File: src/rtl/apb_spi_master_periph.sv
// APB slave wrapping a mode-0, MSB-first, 8-bit SPI master with TX/RX FIFOs.
// Chip-select stays low across bytes while the TX FIFO keeps supplying data.
module apb_spi_master_periph #(
    parameter int FIFO_DEPTH = 4,
    parameter int DIV_W      = 8
) (
    input  logic        PCLK,
    input  logic        PRESET,
    input  logic [3:0]  PADDR,
    input  logic [31:0] PWDATA,
    input  logic        PWRITE,
    input  logic        PENABLE,
    input  logic        PSEL,
    output logic [31:0] PRDATA,
    output logic        PREADY,
    output logic        sclk,
    output logic        mosi,
    input  logic        miso,
    output logic        cs_n
);

    localparam int PTR_W = $clog2(FIFO_DEPTH);
    localparam logic [PTR_W:0]   PTR_ONE = 1;
    localparam logic [DIV_W-1:0] DIV_ONE = 1;
    localparam logic [3:0] ADDR_CR  = 4'h0;
    localparam logic [3:0] ADDR_SR  = 4'h4;
    localparam logic [3:0] ADDR_TXD = 4'h8;
    localparam logic [3:0] ADDR_RXD = 4'hC;

    typedef enum logic [2:0] {IDLE, SETUP, HIGH, LOW, GAP} state_t;

    logic             pready;
    logic             access;
    logic             wr_access;
    logic             rd_access;
    logic [31:0]      rdata;
    logic             cr_en;
    logic [DIV_W-1:0] cr_div;
    logic             rx_ovf;
    logic             tx_drop;

    logic [7:0]       tx_mem [FIFO_DEPTH];
    logic [PTR_W:0]   tx_wr;
    logic [PTR_W:0]   tx_rd;
    logic             tx_empty;
    logic             tx_full;
    logic             tx_push;

    logic [7:0]       rx_mem [FIFO_DEPTH];
    logic [PTR_W:0]   rx_wr;
    logic [PTR_W:0]   rx_rd;
    logic             rx_empty;
    logic             rx_full;
    logic             rx_push;
    logic             rx_pop;

    state_t           state;
    state_t           next_state;
    logic [DIV_W-1:0] div_cnt;
    logic             div_zero;
    logic [3:0]       bit_cnt;
    logic [7:0]       tx_sr;
    logic [7:0]       rx_sr;
    logic             start;
    logic             sample;
    logic             shift;
    logic             rx_push_req;
    logic             busy;
    logic             unused_bits;

    assign unused_bits = ^PWDATA[31:8+DIV_W];

    // The wait state makes every access two cycles; side effects happen on the second.
    assign access    = PSEL & PENABLE & pready;
    assign wr_access = access & PWRITE;
    assign rd_access = access & ~PWRITE;
    assign PREADY    = pready;
    assign PRDATA    = pready ? rdata : '0;

    assign tx_empty = (tx_wr == tx_rd);
    assign tx_full  = (tx_wr[PTR_W] != tx_rd[PTR_W]) &&
                      (tx_wr[PTR_W-1:0] == tx_rd[PTR_W-1:0]);
    assign rx_empty = (rx_wr == rx_rd);
    assign rx_full  = (rx_wr[PTR_W] != rx_rd[PTR_W]) &&
                      (rx_wr[PTR_W-1:0] == rx_rd[PTR_W-1:0]);

    assign tx_push  = wr_access && (PADDR == ADDR_TXD) && !tx_full;
    assign rx_pop   = rd_access && (PADDR == ADDR_RXD) && !rx_empty;
    assign rx_push  = rx_push_req && !rx_full;
    assign div_zero = (div_cnt == '0);
    assign mosi     = tx_sr[7];

    always_ff @(posedge PCLK) begin
        if (PRESET) begin
            pready  <= 1'b0;
            cr_en   <= 1'b0;
            cr_div  <= '0;
            rx_ovf  <= 1'b0;
            tx_drop <= 1'b0;
        end else begin
            pready <= PSEL & PENABLE & ~pready;
            if (wr_access && PADDR == ADDR_CR) begin
                cr_en  <= PWDATA[0];
                cr_div <= PWDATA[8 +: DIV_W];
            end
            if (wr_access && PADDR == ADDR_SR && PWDATA[4])
                tx_drop <= 1'b0;
            if (wr_access && PADDR == ADDR_TXD && tx_full)
                tx_drop <= 1'b1;
            if (wr_access && PADDR == ADDR_SR && PWDATA[3])
                rx_ovf <= 1'b0;
            if (rx_push_req && rx_full)
                rx_ovf <= 1'b1;
        end
    end

    always_comb begin
        rdata = '0;
        case (PADDR)
            ADDR_CR:  rdata = {{(24-DIV_W){1'b0}}, cr_div, 7'b0, cr_en};
            ADDR_SR:  rdata = {27'b0, tx_drop, rx_ovf, rx_empty, tx_full, busy};
            ADDR_RXD: if (!rx_empty) rdata = {24'b0, rx_mem[rx_rd[PTR_W-1:0]]};
            default:  rdata = '0;
        endcase
    end

    always_ff @(posedge PCLK) begin
        if (PRESET) begin
            tx_wr <= '0;
            tx_rd <= '0;
            rx_wr <= '0;
            rx_rd <= '0;
        end else begin
            if (tx_push) tx_wr <= tx_wr + PTR_ONE;
            if (start)   tx_rd <= tx_rd + PTR_ONE;
            if (rx_push) rx_wr <= rx_wr + PTR_ONE;
            if (rx_pop)  rx_rd <= rx_rd + PTR_ONE;
        end
    end

    always_ff @(posedge PCLK) begin
        if (tx_push) tx_mem[tx_wr[PTR_W-1:0]] <= PWDATA[7:0];
        if (rx_push) rx_mem[rx_wr[PTR_W-1:0]] <= rx_sr;
    end

    always_ff @(posedge PCLK) begin
        if (PRESET) state <= IDLE;
        else        state <= next_state;
    end

    always_comb begin
        next_state = state;
        case (state)
            IDLE:    if (cr_en && !tx_empty) next_state = SETUP;
            SETUP:   if (div_zero) next_state = HIGH;
            HIGH:    if (div_zero) next_state = LOW;
            LOW:     if (div_zero) next_state = (bit_cnt == 4'd8) ? GAP : HIGH;
            GAP:     next_state = (cr_en && !tx_empty) ? SETUP : IDLE;
            default: next_state = IDLE;
        endcase
    end

    always_comb begin
        start       = 1'b0;
        sample      = 1'b0;
        shift       = 1'b0;
        rx_push_req = 1'b0;
        sclk        = (state == HIGH);
        cs_n        = (state == IDLE);
        busy        = (state != IDLE);
        case (state)
            IDLE:  start = cr_en && !tx_empty;
            SETUP: sample = div_zero;
            HIGH:  shift = div_zero;
            LOW:   sample = div_zero && (bit_cnt != 4'd8);
            GAP: begin
                rx_push_req = 1'b1;
                start       = cr_en && !tx_empty;
            end
            default: ;
        endcase
    end

    // Divider reloads on every half-period boundary, so a new CLKDIV lands there.
    always_ff @(posedge PCLK) begin
        if (PRESET) begin
            div_cnt <= '0;
            bit_cnt <= '0;
            tx_sr   <= '0;
        end else begin
            if (state == IDLE || state == GAP || div_zero)
                div_cnt <= cr_div;
            else
                div_cnt <= div_cnt - DIV_ONE;
            if (start) begin
                tx_sr   <= tx_mem[tx_rd[PTR_W-1:0]];
                bit_cnt <= '0;
            end else if (shift) begin
                tx_sr <= {tx_sr[6:0], 1'b0};
            end
            if (sample)
                bit_cnt <= bit_cnt + 4'd1;
        end
    end

    always_ff @(posedge PCLK) begin
        if (sample) rx_sr <= {rx_sr[6:0], miso};
    end

endmodule

File: config.mk
export PLATFORM = sky130hd
export DESIGN_NAME = apb_spi_master_periph
export DESIGN_NICKNAME = d
export VERILOG_FILES = /design/src/rtl/apb_spi_master_periph.sv
export SDC_FILE = /design/constraint.sdc
export NUM_CORES = 1
export LEC_CHECK = 0
export ABC_AREA = 0
export ABC_CLOCK_PERIOD_IN_PS = 2550
export CORE_ASPECT_RATIO = 1.2
export CORE_UTILIZATION = 54
export DETAILED_ROUTE_END_ITERATION = 8
export PLACE_DENSITY = 0.84
export RECOVER_POWER = 50
export SETUP_SLACK_MARGIN = 0.15
export SYNTH_ARGS = -nofsm -noshare
export SYNTH_HDL_FRONTEND = slang
export SYNTH_SLANG_ARGS = --single-unit
File: constraint.sdc
create_clock -name PCLK -period 2.55 [get_ports PCLK]
set_clock_uncertainty 0.1 [all_clocks]
set_input_delay 0.3825 -clock PCLK [delete_from_list [all_inputs] [get_ports PCLK]]
set_output_delay 0.3825 -clock PCLK [all_outputs]
set_load 0.01 [all_outputs]
# == Yosys cells after proc, flatten, opt, wreduce, memory -nomap -nowiden ==
# Memory sizes are Yosys's and may differ from the RTL's. A register that Yosys moved wholly into a read port is not among the register bits.
# Cells that the tools add are included.
# Widths: inputs -> output; s select.
# totals
reg_bits,55
ramBits,64
in_bits,42
output_inout_bits,36
word_cells,110
mem_count,2
# op_classes
n_addsub,6
eq_ne,19
n_mux,31
bitwise_logic,7
reduce_logical,31
# mem_list
memory,words,width,read_ports,rd_clocked_by_memory_dff,wr,line,rtl
rx_mem,4,8,1,1,1,49,logic [7:0] rx_mem [FIFO_DEPTH];
tx_mem,4,8,1,1,1,42,logic [7:0] tx_mem [FIFO_DEPTH];
# op_table
cell,count
$pmux 16 s3,1
$mux 32,1
$mux 8,4
$logic_and 1x1->1,15
$mux 3,5
$pmux 3 s5,1
$add 3x1->3 const B,4
$eq 4x4->1 const B,3
$mux 1,12
$logic_not 8->1,1
$mux 2,4
$mux 4,2
$reduce_bool 2->1,4
$sub 8x1->8 const B,1
$eq 3x2->1 const B,2
$eq 3x3->1,2
$and 1x1->1,5
$add 4x1->4 const B,1
$eq 2x2->1,2
$eq 4x3->1 const B,1
$logic_not 1->1,4
$logic_not 4->1,1
$ne 2x1->1 const B,2
$ne 2x2->1 const B,2
11 further kinds,14

# == Depth between registers and ports, before layout ==
# Gate-level depths: netlist of run 1.
# logic_depth
word_depth,7
depth_mapped,7
ltp_nobuf,7

# == Least setup slack after synthesis of run 1 ==
# Ideal clock, no wire load.
# synth_timing
path_kind,flip-flop to flip-flop
from,reg div_cnt[3]
to,reg tx_sr[6]
setup_ps,161
arrival_time_ps,2046
required_ps,2289
setup_slack_ps,243
stages_incl_launch_ff,5
path_buffers,0
synth_period_minus_slack_ps,2307
cell_sequence,dfxtp_1 > or4_4 > o32a_4 > a222oi_1 > o22ai_1
# synth_via
elab_chain_len,3
# synth_lines
item,line,rtl
start: declaration,59,logic [DIV_W-1:0] div_cnt;
start signal: assignment,192,div_cnt <= cr_div;
start signal: assignment,194,div_cnt <= div_cnt - DIV_ONE;
$logic_not 8->1,90,assign div_zero = (div_cnt == '0);
$mux 1,171,case (state)
$reduce_bool 2->1 (no source line),-,
end signal: assignment,196,tx_sr <= tx_mem[tx_rd[PTR_W-1:0]];
end signal: assignment,199,"tx_sr <= {tx_sr[6:0], 1'b0};"
end: declaration,62,logic [7:0] tx_sr;
# Every way passes these cells.
# A chain may end at the register's enable or synchronous reset.

# == Worst setup path after layout of run 1 ==
# layout_timing
from,reg rx_wr[1]
to,out PRDATA[3]
# layout_via
elab_chain_len,4
# layout_lines
item,line,rtl
start: declaration,50,logic [PTR_W:0] rx_wr;
start signal: assignment,136,if (rx_push) rx_wr <= rx_wr + PTR_ONE;
$eq 3x3->1,83,assign rx_empty = (rx_wr == rx_rd);
$mux 8,122,"ADDR_RXD: if (!rx_empty) rdata = {24'b0, rx_mem[rx_rd[PTR_W-1:0]]};"
$pmux 16 s3,119,case (PADDR)
$mux 32,78,assign PRDATA = pready ? rdata : '0;
end: declaration,14,"output logic [31:0] PRDATA,"
# Every way passes these cells.

==> results of run 1 <==
## critical path, cell delays in order (launching register included)
cell and delay [ns]:
dfxtp_4 0.35, xor2_1 0.19, buf_6 0.14, o31a_1 0.31
buf_4 0.16, a22oi_2 0.14, nor2_1 0.08, buf_2 0.15
## worst max-delay path by stage
stage	startpoint	endpoint	slack, ns	depth (start not counted)
floorplan	div_cnt[3]	tx_sr[6]	0.24	4
global placement	PADDR[3]	PRDATA[5]	-0.42	6
detailed placement	PADDR[3]	PRDATA[5]	-0.56	6
CTS	rx_wr[0]	PRDATA[1]	0.13	7
global route	rx_wr[1]	PRDATA[3]	0.08	7
finish	rx_wr[1]	PRDATA[3]	0.12	7
## flip-flops by register name (all words and copies together), names as in the netlist, named ones only
name     cells
state        3
cr_en        1
PREADY       1
div_cnt      8
rx_ovf       1
tx_mem      32
tx_drop      1
rx_rd        3
tx_rd        3
tx_sr        8
bit_cnt      4
rx_sr        8
cr_div       8
tx_wr        3
rx_wr        3
rx_mem      32
## cells by family (layout without fill, tap and decap cells)
group | Yosys count | in the layout | share of synthesized area, %
compound gates | 61 | 61 | 8.26
xor+xnor | 16 | 16 | 2.64
fa+ha+maj | 13 | 13 | 3.06
buf+inv | 46 | 131 | 4.38
flops | 123 | 123 | 59.9
mux | 28 | 28 | 9.06
other cells | 1 | 16 | 0.0705
simple gates | 123 | 123 | 12.7
## routing by layer
layer  global-route usage, %  share of wire [%]  routed length, um
met1                    26.2                 39               4450
met2                    42.0                 54               6230
met3                    6.65                3.7                421
met4                    12.2                3.2                371
met5                       0                  0                  0
## where the power goes
group	leakage, nW	internal (mW)	switching, mW
clock	0.279	1.45	0.918
sequential	1.06	2.11	0.0146
combinational	1.10	0.0779	0.0941
## stage by stage
stage                     instance area, sq um  power (mW)
after global routing                      6760        4.80
after CTS                                 6730        4.68
after detailed placement                  6000        2.33
after floorplan                           5370        2.25
final                                     6760        4.67
after global placement                    6000        2.32
## cell usage after synthesis, types with 3 or more instances
cell type	n	area (sq um)
a211oi_1	9	67.6
and3_1	4	25.0
mux4_2	16	360
clkbuf_1	11	41.3
a22oi_1	12	90.1
nor3_1	8	40.0
buf_4	16	120
nand3b_1	3	22.5
nand2b_1	13	81.3
nor2_1	36	135
o21ai_0	4	20.0
nor3b_1	3	22.5
a21oi_1	12	60.1
nand3_1	11	55.1
nor4_1	4	25.0
xor2_1	8	70.1
ha_1	13	163
inv_1	16	60.1
o22ai_1	7	43.8
o31ai_1	3	22.5
dfxtp_1	51	1020
mux2i_1	11	110
and2_1	12	75.1
buf_1	3	11.3
nand2_1	8	30.0
edfxtp_1	72	2160
xnor2_1	8	70.1
nor2b_1	4	25.0
or3_1	4	25.0
## timing repair
| item | in CTS | in global routing |
|---|---|---|
| gates resized for setup | 75 | 14 |
| buffers inserted | 9 | 4 |
| pin swaps | 9 | 11 |
| endpoints found under the hold margin | 0 | 0 |
| endpoints found under the setup margin | 18 | 23 |
## final cells by class
cell class / count / share of cell area [%]
multi-input combinational: 257 / 30.6
inverter: 16 / 0.944
tap: 123 / 2.28
timing repair buffer: 83 / 10.1
sequential: 123 / 47.4
clock buffer: 18 / 6.35
clock inverter: 14 / 2.33
==> flow_summary.yaml, run 1 <==
logic_synthesis:
  ys.flop_type: "edfxtp_1"
  syn_avg_cell_area_sq_um: 12.9
  synth-seq-cells: 123
  synth.cell_area_sq_um: 5320
  yosysSeqAreaShare_pct: 59.9
  synth_edf_count: 72
  syn_inst: 411
  yosysWarnings: 0
  async_flop_share_pct: 0
  ys_types: 53
worst_setup_path:
  startpoint_type: "flip-flop"
  required_ns: 2.07
  cp-end-kind: "output pin"
  arrival_ns: 1.95
  crit_type: "reg2out"
  regToRegStartpoint: "div_cnt[3]"
  r2r_cells: 5
  r2r-end: "tx_sr[6]"
  ff2ff_setup_slack_ns: 0.26
  crit_fanout: 4
finish:
  final_common_cell: "edfxtp_1"
  fin_util_pct: 70.7
  final_cell_mix: "edfxtp_1, dfxtp_1, nor2_1, buf_4, clkbuf_16"
  final_nets: 553
  multiInputGateArea_sq_um: 2070
  regArea_sq_um: 3200
  syn2layout_area_growth_pct: 27.2
  fin_cells: 634
  fill_cells: 624
  drive_gt1_share_pct: 24.1
  diodes: 0
timing:
  worst_slack_ns: 0.119
  relSlewSlack_pct: -16.3
  tightest_slew_ns: 1.74
  finalSetupTns_ns: 0
  finalSetupViolCount: 0
  hold_slack_ns: 0.373
  max_freq_mhz: 411
  report.final.slew_viol_count: 45
  finalHoldViolCount: 0
  rsz0062_at_grt: "true"
  period_share_pct: 95.3
  period_minus_slack_ns: 2.43
drt:
  drt_iter0_markers: 213
  ant_nets: 0
  vias: 3627
  route.detailed.drc: 0
  first_pass_iters: 4
  vias_per_cell: 5.72
  wirelength_um: 11500
  routedWlPerCell_um: 18.1
cts:
  hold_buffers: 0
  root_buffer: "clkbuf_16"
  clk_latency_ns: 0.42
  numCtsBuffers: 17
  htreeDepth: 4
  clockBufferDepth: 2
  cts.reportedPaths.clkPinSlew_ns: 0.06
  clkSinkCount: 123
  cts_tree: "done"
global_route:
  grt.total_usage_pct: 24.0
  grt-ovfl-total: 0
  grt_max_degree: 45
  grt_pass1_vias: 3722
  grt_pass1_wl_um: 18300
  antenna_found_initial: 0
pwr:
  leakagePower_nw: 2.44
  p_per_area_nw_per_um2: 690
  ir_drop_uv: 644
floorplan:
  ioPinCount: 78
  rows: 39
  die-area_sq_um: 10200
  die_h_um: 111
  die_x_um: 92.6
  initial_core_util_pct: 55.6
  core_sq_um: 9560
min_path:
  hold_depth: 1
  worst_hold_startpoint: "div_cnt[0]"
  hp-class: "reg2reg"
  worstHoldEndpoint: "div_cnt[0]"
place:
  numPortBuffers: 45
  gp_congestion: 0.780
  place_inst: 589
  post-dp-hpwl_um: 7150
  dp_slack_ns: -0.556
job:
  drv_cap: 1
outcome:
  violations: "max-capacitance violations, max-slew violations"
  status: "finished, violations left"
Note: power is estimated with default switching activity, not from simulation.
==> run 2, diff against run 1 <==
--- a/config.mk
+++ b/config.mk
@@ -7,7 +7,7 @@
 export LEC_CHECK = 0
 export ABC_AREA = 0
 export ABC_CLOCK_PERIOD_IN_PS = 2550
-export CORE_ASPECT_RATIO = 1.2
+export CORE_ASPECT_RATIO = 0.5
 export CORE_UTILIZATION = 54
 export DETAILED_ROUTE_END_ITERATION = 8
 export PLACE_DENSITY = 0.84
==> run 2 against run 1 <==
Net effect: the run still ends with max-capacitance violations, max-slew violations left; first-iteration DRC count shrank 24%; combinational power shrank 2%; sequential power is essentially flat; non-clock buffer count shrank 8; power grew 3.3%; via count shrank 3.6%; die area grew 0.22%; sequential cell count is the same; cell count grew 0.63%; setup slack gained 0.056 ns; clock power grew 7%; largest cell class unchanged; largest power group unchanged; highest routed layer unchanged.
==> flow_summary.yaml, run 2 (same netlist as run 1, synthesis figures left out) <==
min_path:
  hp-class: "reg2reg"
  hold_depth: 1
  worst_hold_startpoint: "div_cnt[0]"
  worstHoldEndpoint: "div_cnt[0]"
timing:
  finalHoldViolCount: 0
  relSlewSlack_pct: -21.8
  period_minus_slack_ns: 2.37
  hold_slack_ns: 0.371
  report.final.slew_viol_count: 46
  rsz0062_at_grt: "false"
  finalSetupViolCount: 0
  max_freq_mhz: 421
  tightest_slew_ns: 1.83
  period_share_pct: 93.1
finish:
  fin_util_pct: 70.8
  fin_area_sq_um: 6730
  final_nets: 545
  final_cell_mix: "edfxtp_1, dfxtp_1, nor2_1, buf_4, clkbuf_16"
  regArea_sq_um: 3190
  syn2layout_area_growth_pct: 26.6
  diodes: 0
  fin_cells: 638
  final_common_cell: "edfxtp_1"
  fill_cells: 640
  drive_gt1_share_pct: 22.3
  multiInputGateArea_sq_um: 2010
pwr:
  ir_drop_uv: 704
  leakagePower_nw: 2.41
  p_per_area_nw_per_um2: 716
  power.total_mw: 4.82
drt:
  vias: 3496
  ant_nets: 0
  wirelength_um: 11200
  routedWlPerCell_um: 17.5
  route.detailed.drc: 0
  first_pass_iters: 4
  vias_per_cell: 5.48
  drt_iter0_markers: 162
worst_setup_path:
  arrival_ns: 2.49
  r2r-end: "tx_sr[2]"
  critPathBufInv: 1
  r2r_cells: 5
  startpoint_type: "flip-flop"
  crit_family: "compound AO/OA/AOI/OAI gates"
  ff2ff_setup_slack_ns: 0.18
  crit_chain: "or4_4 -> o32a_4 -> a222oi_1 -> buf_4 -> o22ai_1"
  cp-end-kind: "flip-flop"
  slowest_delay_ns: 0.58
  crit_type: "reg2reg"
  cpMaxStageDelayCell: "or4_4"
  regToRegStartpoint: "div_cnt[3]"
  required_ns: 2.66
  crit_fanout: 16
cts:
  numCtsBuffers: 17
  clk_latency_ns: 0.41
  clkSinkCount: 123
  htreeDepth: 4
  root_buffer: "clkbuf_16"
  cts.reportedPaths.clkPinSlew_ns: 0.05
  cts_tree: "done"
  clockBufferDepth: 2
outcome:
  status: "finished, violations left"
  violations: "max-capacitance violations, max-slew violations"
place:
  post-dp-hpwl_um: 7090
  gp_congestion: 0.806
  dpl-instance-area_sq_um: 6080
  numPortBuffers: 45
  place_inst: 604
floorplan:
  die_x_um: 142
  initial_core_util_pct: 55.9
  core_sq_um: 9510
  die-area_sq_um: 10300
  rows: 25
  die_h_um: 72.2
  ioPinCount: 78
global_route:
  grt.total_usage_pct: 23.2
  grt_pass1_wl_um: 17300
  grt_max_degree: 46
  grt-ovfl-total: 0
  grt_pass1_vias: 3444
  antenna_found_initial: 0
job:
  drv_cap: 1
run 2: cell types whose count changed in the layout (fill, tap and decap cells not counted), sizes merged, moves of 3 or more:
| cell | previous run | this run |
|---|---|---|
| buf | 45 | 34 |
| clkinv | 3 | 6 |
| dlygate4sd2 | 10 | 3 |
| inv | 21 | 17 |
| clkdlybuf4s15 | 0 | 8 |
run 2: worst max-delay path by stage:
stage,to,cells past startpoint,startpoint,slack (ns)
floorplan,tx_sr[6],4,div_cnt[3],0.24
detailed placement,PRDATA[7],7,PADDR[3],-0.31
finish,tx_sr[2],5,div_cnt[3],0.18
global route,tx_sr[3],5,div_cnt[3],0.12
global placement,PRDATA[7],7,PADDR[3],-0.36
CTS,PRDATA[5],7,PADDR[2],0.15
run 2: routing by layer:
layer | up-vias | wire [um] | track usage (%)
met4 | 0 | 190 | 10.4
met3 | 18 | 452 | 5.68
met5 | - | 0 | 0
met1 | 1723 | 4710 | 27.5
met2 | 86 | 5810 | 41.0
li1 | 1669 | - | -
run 2: what timing repair did:
action | CTS | global route
buffers inserted | 2 | 0
cloned | 0 | 0
endpoints found under the setup margin | 17 | 8
gates resized for setup | 69 | 10
hold buffers | 0 | 0
pin swaps | 4 | 2
run 2: worst register-to-register path, cell delays in order, from the launching register on:
cell	delay, ns
dfxtp_1	0.36
or4_4	0.59
o32a_4	0.46
a222oi_1	0.35
buf_4	0.24
o22ai_1	0.08
run 2: cell type report:
cell class                      instances  area share, %
Timing Repair Buffer                   75           10.0
Sequential cell                       123           47.4
Clock inverter                         14           2.92
Tap cell                              135           2.51
Multi-Input combinational cell        257           29.9
Inverter                               16          0.892
Clock buffer                           18           6.38
run 2: where the power goes:
part | internal (mW) | total (mW) | switching, mW
logic | 0.0760 | 0.168 | 0.0923
registers | 2.11 | 2.12 | 0.0140
clock network | 1.64 | 2.53 | 0.889
total | 3.82 | 4.82 | 0.996
run 2: stage by stage:
stage | TNS, ns | setup WS, ns
floorplan | 0 | 0.243
global placement | -5.08 | -0.356
detailed placement | -4.98 | -0.308
CTS | 0 | 0.149
global route | 0 | 0.123
finish | 0 | 0.176
==> RTL change 1: new RTL, flow settings as in run 2 <==
Encoding of `state_t`: now one-hot (5 bits for 5 states).
--- a/src/rtl/apb_spi_master_periph.sv
+++ b/src/rtl/apb_spi_master_periph.sv
@@ -28,5 +28,5 @@
     localparam logic [3:0] ADDR_RXD = 4'hC;
 
-    typedef enum logic [2:0] {IDLE, SETUP, HIGH, LOW, GAP} state_t;
+    typedef enum logic [4:0] {IDLE = 5'b00001, SETUP = 5'b00010, HIGH = 5'b00100, LOW = 5'b01000, GAP = 5'b10000} state_t;
 
     logic             pready;
Behaviour: same outputs for any inputs over 10 cycles, from zero or initial values and one cycle with PRESET high; not proved beyond that.
==> RTL change 1 against run 2 <==
Largest power group unchanged; setup slack got worse by 16 ps; register-to-register slack improved by 110 ps; wire length rose by 1.7%; total power fell by 6.8%; fmax fell by 0.65%; sequential share of layout area rose by 0.50 points; global-route usage fell by 0.053 points; final area rose by 0.43%; sequential cell count rose by 2; synthesized area rose by 1.0%; count of clock-buffer cells in the layout fell by 1.
==> RTL change 1: results <==
group,metric,value,unit
detailed_routing,viasPerCell,5.41,
logic_synthesis,yosys-top-cells-area,"edfxtp_1, dfxtp_1, mux4_2",
worst_setup_path,cpPeakStageDelay,370,ps
detailed_routing,top_layer,"met4",
global_route,grt_pass1_wl,17.5,mm
clocking,path_clk_slew,60,ps
cells_and_area,drive_gt1_share,21.8,%
cells_and_area,num-nets-final,570,
clocking,clockBufferDepth,2,
power_and_ir_drop,switching_share,21.9,%
clocking,cts_buffers,17,
logic_synthesis,synth_edf_count,72,
detailed_routing,wl_per_cell,17.2,um
clocking,clock_latency,420,ps
worst_setup_path,critPathTopFamily,"buffers and inverters",
logic_synthesis,async_reset_ff_share,0,%
sta,worst_slew_pin_slew,773,ps
detailed_routing,first_pass_iters,4,
worst_setup_path,cp_max_fo,3,
logic_synthesis,synth_cell_types,44,
detailed_routing,drt-met1-wl,4.88,mm
detailed_routing,wl_met3,471,um
place,dp_hpwl,7.22,mm
global_route,grt_max_degree,27,
global_route,met3_usage,5.28,%
worst_setup_path,arrival,1910,ps
global_route,met1_usage,28.6,%
detailed_routing,route.met2.wl,5.81,mm
power_and_ir_drop,p_comb,88.1,uW
logic_synthesis,yosys_warnings,0,
global_route,grtUsageMet2,39.1,%
worst_setup_path,cpMaxStageDelayCell,"dfxtp_4",
power_and_ir_drop,power.share.clock,50.9,%
logic_synthesis,yosysSeqAreaShare,60.0,%
global_route,grt_pass1_vias,3488,
worst_setup_path,r2r_slack,290,ps
power_and_ir_drop,p_per_area,664,nW/um2
clocking,root_buffer,"clkbuf_16",
cells_and_area,antennaDiodeCount,0,
global_route,grt_usage,23.2,%
global_route,antenna_found_initial,0,
logic_synthesis,netlist_top_cells_count,"edfxtp_1, nor2_1, dfxtp_1",
place,gp_congestion,0.855,
detailed_routing,drt_iter0_markers,194,
power_and_ir_drop,vdd_drop_max,0.452,mV
run_status,outcome,"finished, final reports clean",
clocking,cts.htree.levels,4,
worst_hold_path,hp-class,"primary input to flop",
power_and_ir_drop,leakagePower,0.00242,uW
place,portBuffers,45,
-- RTL change 1: cell types whose count changed after synthesis, moves of 4 or more --
cell and change:
o22ai_1 -6, a311oi_1 +8, inv_1 -5, nand3_1 +8
nor2_1 +27, nand2_1 +15, and2_1 +5, xnor2_1 +4
a22oi_1 -7, nand2b_1 -10
-- RTL change 1: what timing repair did --
action,4_1_cts,5_1_grt
gates cloned,1,0
resized for setup,65,24
endpoints found under the setup margin,17,13
setup buffers,9,5
pin swaps,5,6
-- RTL change 1: logic make-up after synthesis --
logic type | synth area share [%]
AO/OA/AOI/OAI | 5.66
XOR/XNOR | 3.10
adder cells (fa/ha/maj) | 3.03
buffers and inverters | 4.26
flip-flops | 60.0
multiplexers | 9.13
other | 0.0698
AND/OR/NAND/NOR | 14.7
-- RTL change 1: worst paths after layout --
kind              start          to  cells past startpoint
max reg2reg    state[2]    tx_rd[0]                      6
max            rx_rd[1]   PRDATA[1]                      8
min              PRESET    rx_wr[2]                      2
min reg2reg  div_cnt[0]  div_cnt[0]                      1
-- RTL change 1: through the flow --
stage | setup slack, ps | instances | TNS [ps] | hold slack, ps | cell area [um2]
after floorplan | 350 | 444 | 0 | 339 | 5430
after global placement | -373 | 616 | -4790 | 356 | 6100
after detailed placement | -393 | 616 | -5270 | 361 | 6100
after CTS | 120 | 657 | 0 | 293 | 6790
after global routing | 59.1 | 662 | 0 | 332 | 6760
final | 160 | 662 | 0 | 305 | 6760
-- RTL change 1: layout make-up --
cell class	instances	area, um2
well taps	135	169
flip-flops and latches	125	3240
clock buffers	17	425
clock inverters	14	136
multi-input cells	276	2050
inverters	11	41.3
fillers	624	2780
repair buffers	84	699
==> RTL change 2: new RTL, flow settings as in run 2 <==
Without the edit above. The parameter `DIV_W` goes from 8 to 9.
--- a/src/rtl/apb_spi_master_periph.sv
+++ b/src/rtl/apb_spi_master_periph.sv
@@ -3,5 +3,5 @@
 module apb_spi_master_periph #(
     parameter int FIFO_DEPTH = 4,
-    parameter int DIV_W      = 8
+    parameter int DIV_W      = 9
 ) (
     input  logic        PCLK,
Function: changed (Yosys sat finds a counterexample within 4 cycles, from zero or initial values and one cycle with PRESET high).
==> RTL change 2 against run 2 <==
Total power up 4.6%; global-route usage up 3.0 points; synthesized area up 1.8%; final area up 2.8%; setup slack better by 17 ps; core utilization up 1.5 points; sequential cell count up 2; sequential share of layout area down 0.73 points; cell count up 3.6%; wire length up 9.6%; combinational power down 6%; via count up 7.2%.
==> RTL change 2: results <==
group,metric,value,unit
power_and_ir_drop,vdd_drop_max,0.544,mV
global_route,grt_usage,26.3,%
logic_synthesis,synth-adder-area-share,3.01,%
power_and_ir_drop,p_switching,1010,uW
power_and_ir_drop,powerClk,2730,uW
logic_synthesis,synth_compound_area_share,7.86,%
detailed_routing,vias,3749,
worst_hold_path,hp-class,"flop to flop",
worst_setup_path,cpMaxStageDelayCell,"mux4_2",
logic_synthesis,avgSynthCellArea,12.4,um2
global_route,grt_pass1_wl,19.6,mm
sta,max_slew_margin,55.1,%
logic_synthesis,synth_mux_area_share,7.65,%
detailed_routing,route.met2.wl,6.20,mm
clocking,path_clk_slew,60,ps
run_status,outcome,"finished, final reports clean",
cells_and_area,drive_gt1_share,20.9,%
detailed_routing,drt-met1-wl,4.94,mm
logic_synthesis,synth_xor_area_share,2.59,%
detailed_routing,wl,12.2,mm
cells_and_area,fin_cells,661,
place,dp_slack,-318,ps
worst_setup_path,cpPeakStageDelay,500,ps
global_route,grt_pass1_vias,3820,
logic_synthesis,netlist_top_cells_count,"edfxtp_1, dfxtp_1, nand2_1",
detailed_routing,drt_iter0_markers,322,
worst_setup_path,critPathTopFamily,"multiplexers",
detailed_routing,first_pass_iters,5,
place,dp_cells,625,
power_and_ir_drop,leakagePower,0.00250,uW
power_and_ir_drop,p_comb,158,uW
worst_setup_path,cp_max_fo,7,
detailed_routing,wl_met3,797,um
logic_synthesis,yosysSeqAreaShare,59.6,%
worst_setup_path,arrival,1870,ps
place,portBuffers,47,
cells_and_area,antennaDiodeCount,0,
global_route,grt_max_degree,36,
cells_and_area,fillers,608,
place,gp_congestion,0.759,
logic_synthesis,synth_cell_types,51,
place,dp_hpwl,7.52,mm
clocking,cts.htree.levels,4,
clocking,post-cts-setup-buffer-count,4,
logic_synthesis,yosys-top-cells-area,"edfxtp_1, dfxtp_1, mux4_2",
clocking,cts_resized,67,
cells_and_area,num-nets-final,569,
## RTL change 2: changes by cell type in the layout (fill, tap and decap cells not counted), sizes merged, moves of 4 or more
| cell | delta |
|---|---|
| nand3 | +6 |
| a21oi | +13 |
| clkdlybuf4s15 | +4 |
| nand2b | -7 |
| a22oi | -5 |
| and3 | +5 |
| mux2i | -9 |
| nand2 | +31 |
| a311oi | +5 |
| o22ai | -7 |
| buf | -6 |
## RTL change 2: cells by family after synthesis
family / count (synthesis)
DFF: 125
and+or+nand+nor: 151
adders and majority gates: 13
muxes: 21
buffers and inverters: 46
other: 1
xor gates and xnor gates: 16
AOI/OAI and AO/OA: 63
## RTL change 2: layout make-up
cell class              instances  area (um2)  share of cell area [%]
inverters                      13        48.8                   0.705
multi-input cells             279        2090                    30.2
repair buffers                 78         714                    10.3
well taps                     135         169                    2.44
flip-flops and latches        125        3230                    46.7
clock buffers                  17         425                    6.15
clock inverters                14         243                    3.51
## RTL change 2: through the flow
stage               instance area (um2)  power [uW]
detailed placement                 6180        2350
CTS                                6930        5060
floorplan                          5460        2270
finish                             6920        5040
global placement                   6180        2340
global route                       6920        5160
## RTL change 2: final timing paths
| kind | start | endpoint | slack [ps] | cells after the start |
|---|---|---|---|---|
| worst min register to register | tx_sr[5] | tx_sr[5] | 370 | 2 |
| worst max-delay path | flop | PRDATA[2] | 190 | 6 |
| worst max register to register | PREADY | tx_mem[0][2] | 250 | 4 |
| worst min-delay path | tx_sr[5] | tx_sr[5] | 370 | 2 |
## RTL change 2: routing by layer
layer / up-vias / track usage, %
met3: 33 / 8.20
met2: 144 / 44.1
met1: 1844 / 30.7
met4: 0 / 14.4
met5: - / 0
li1: 1728 / -
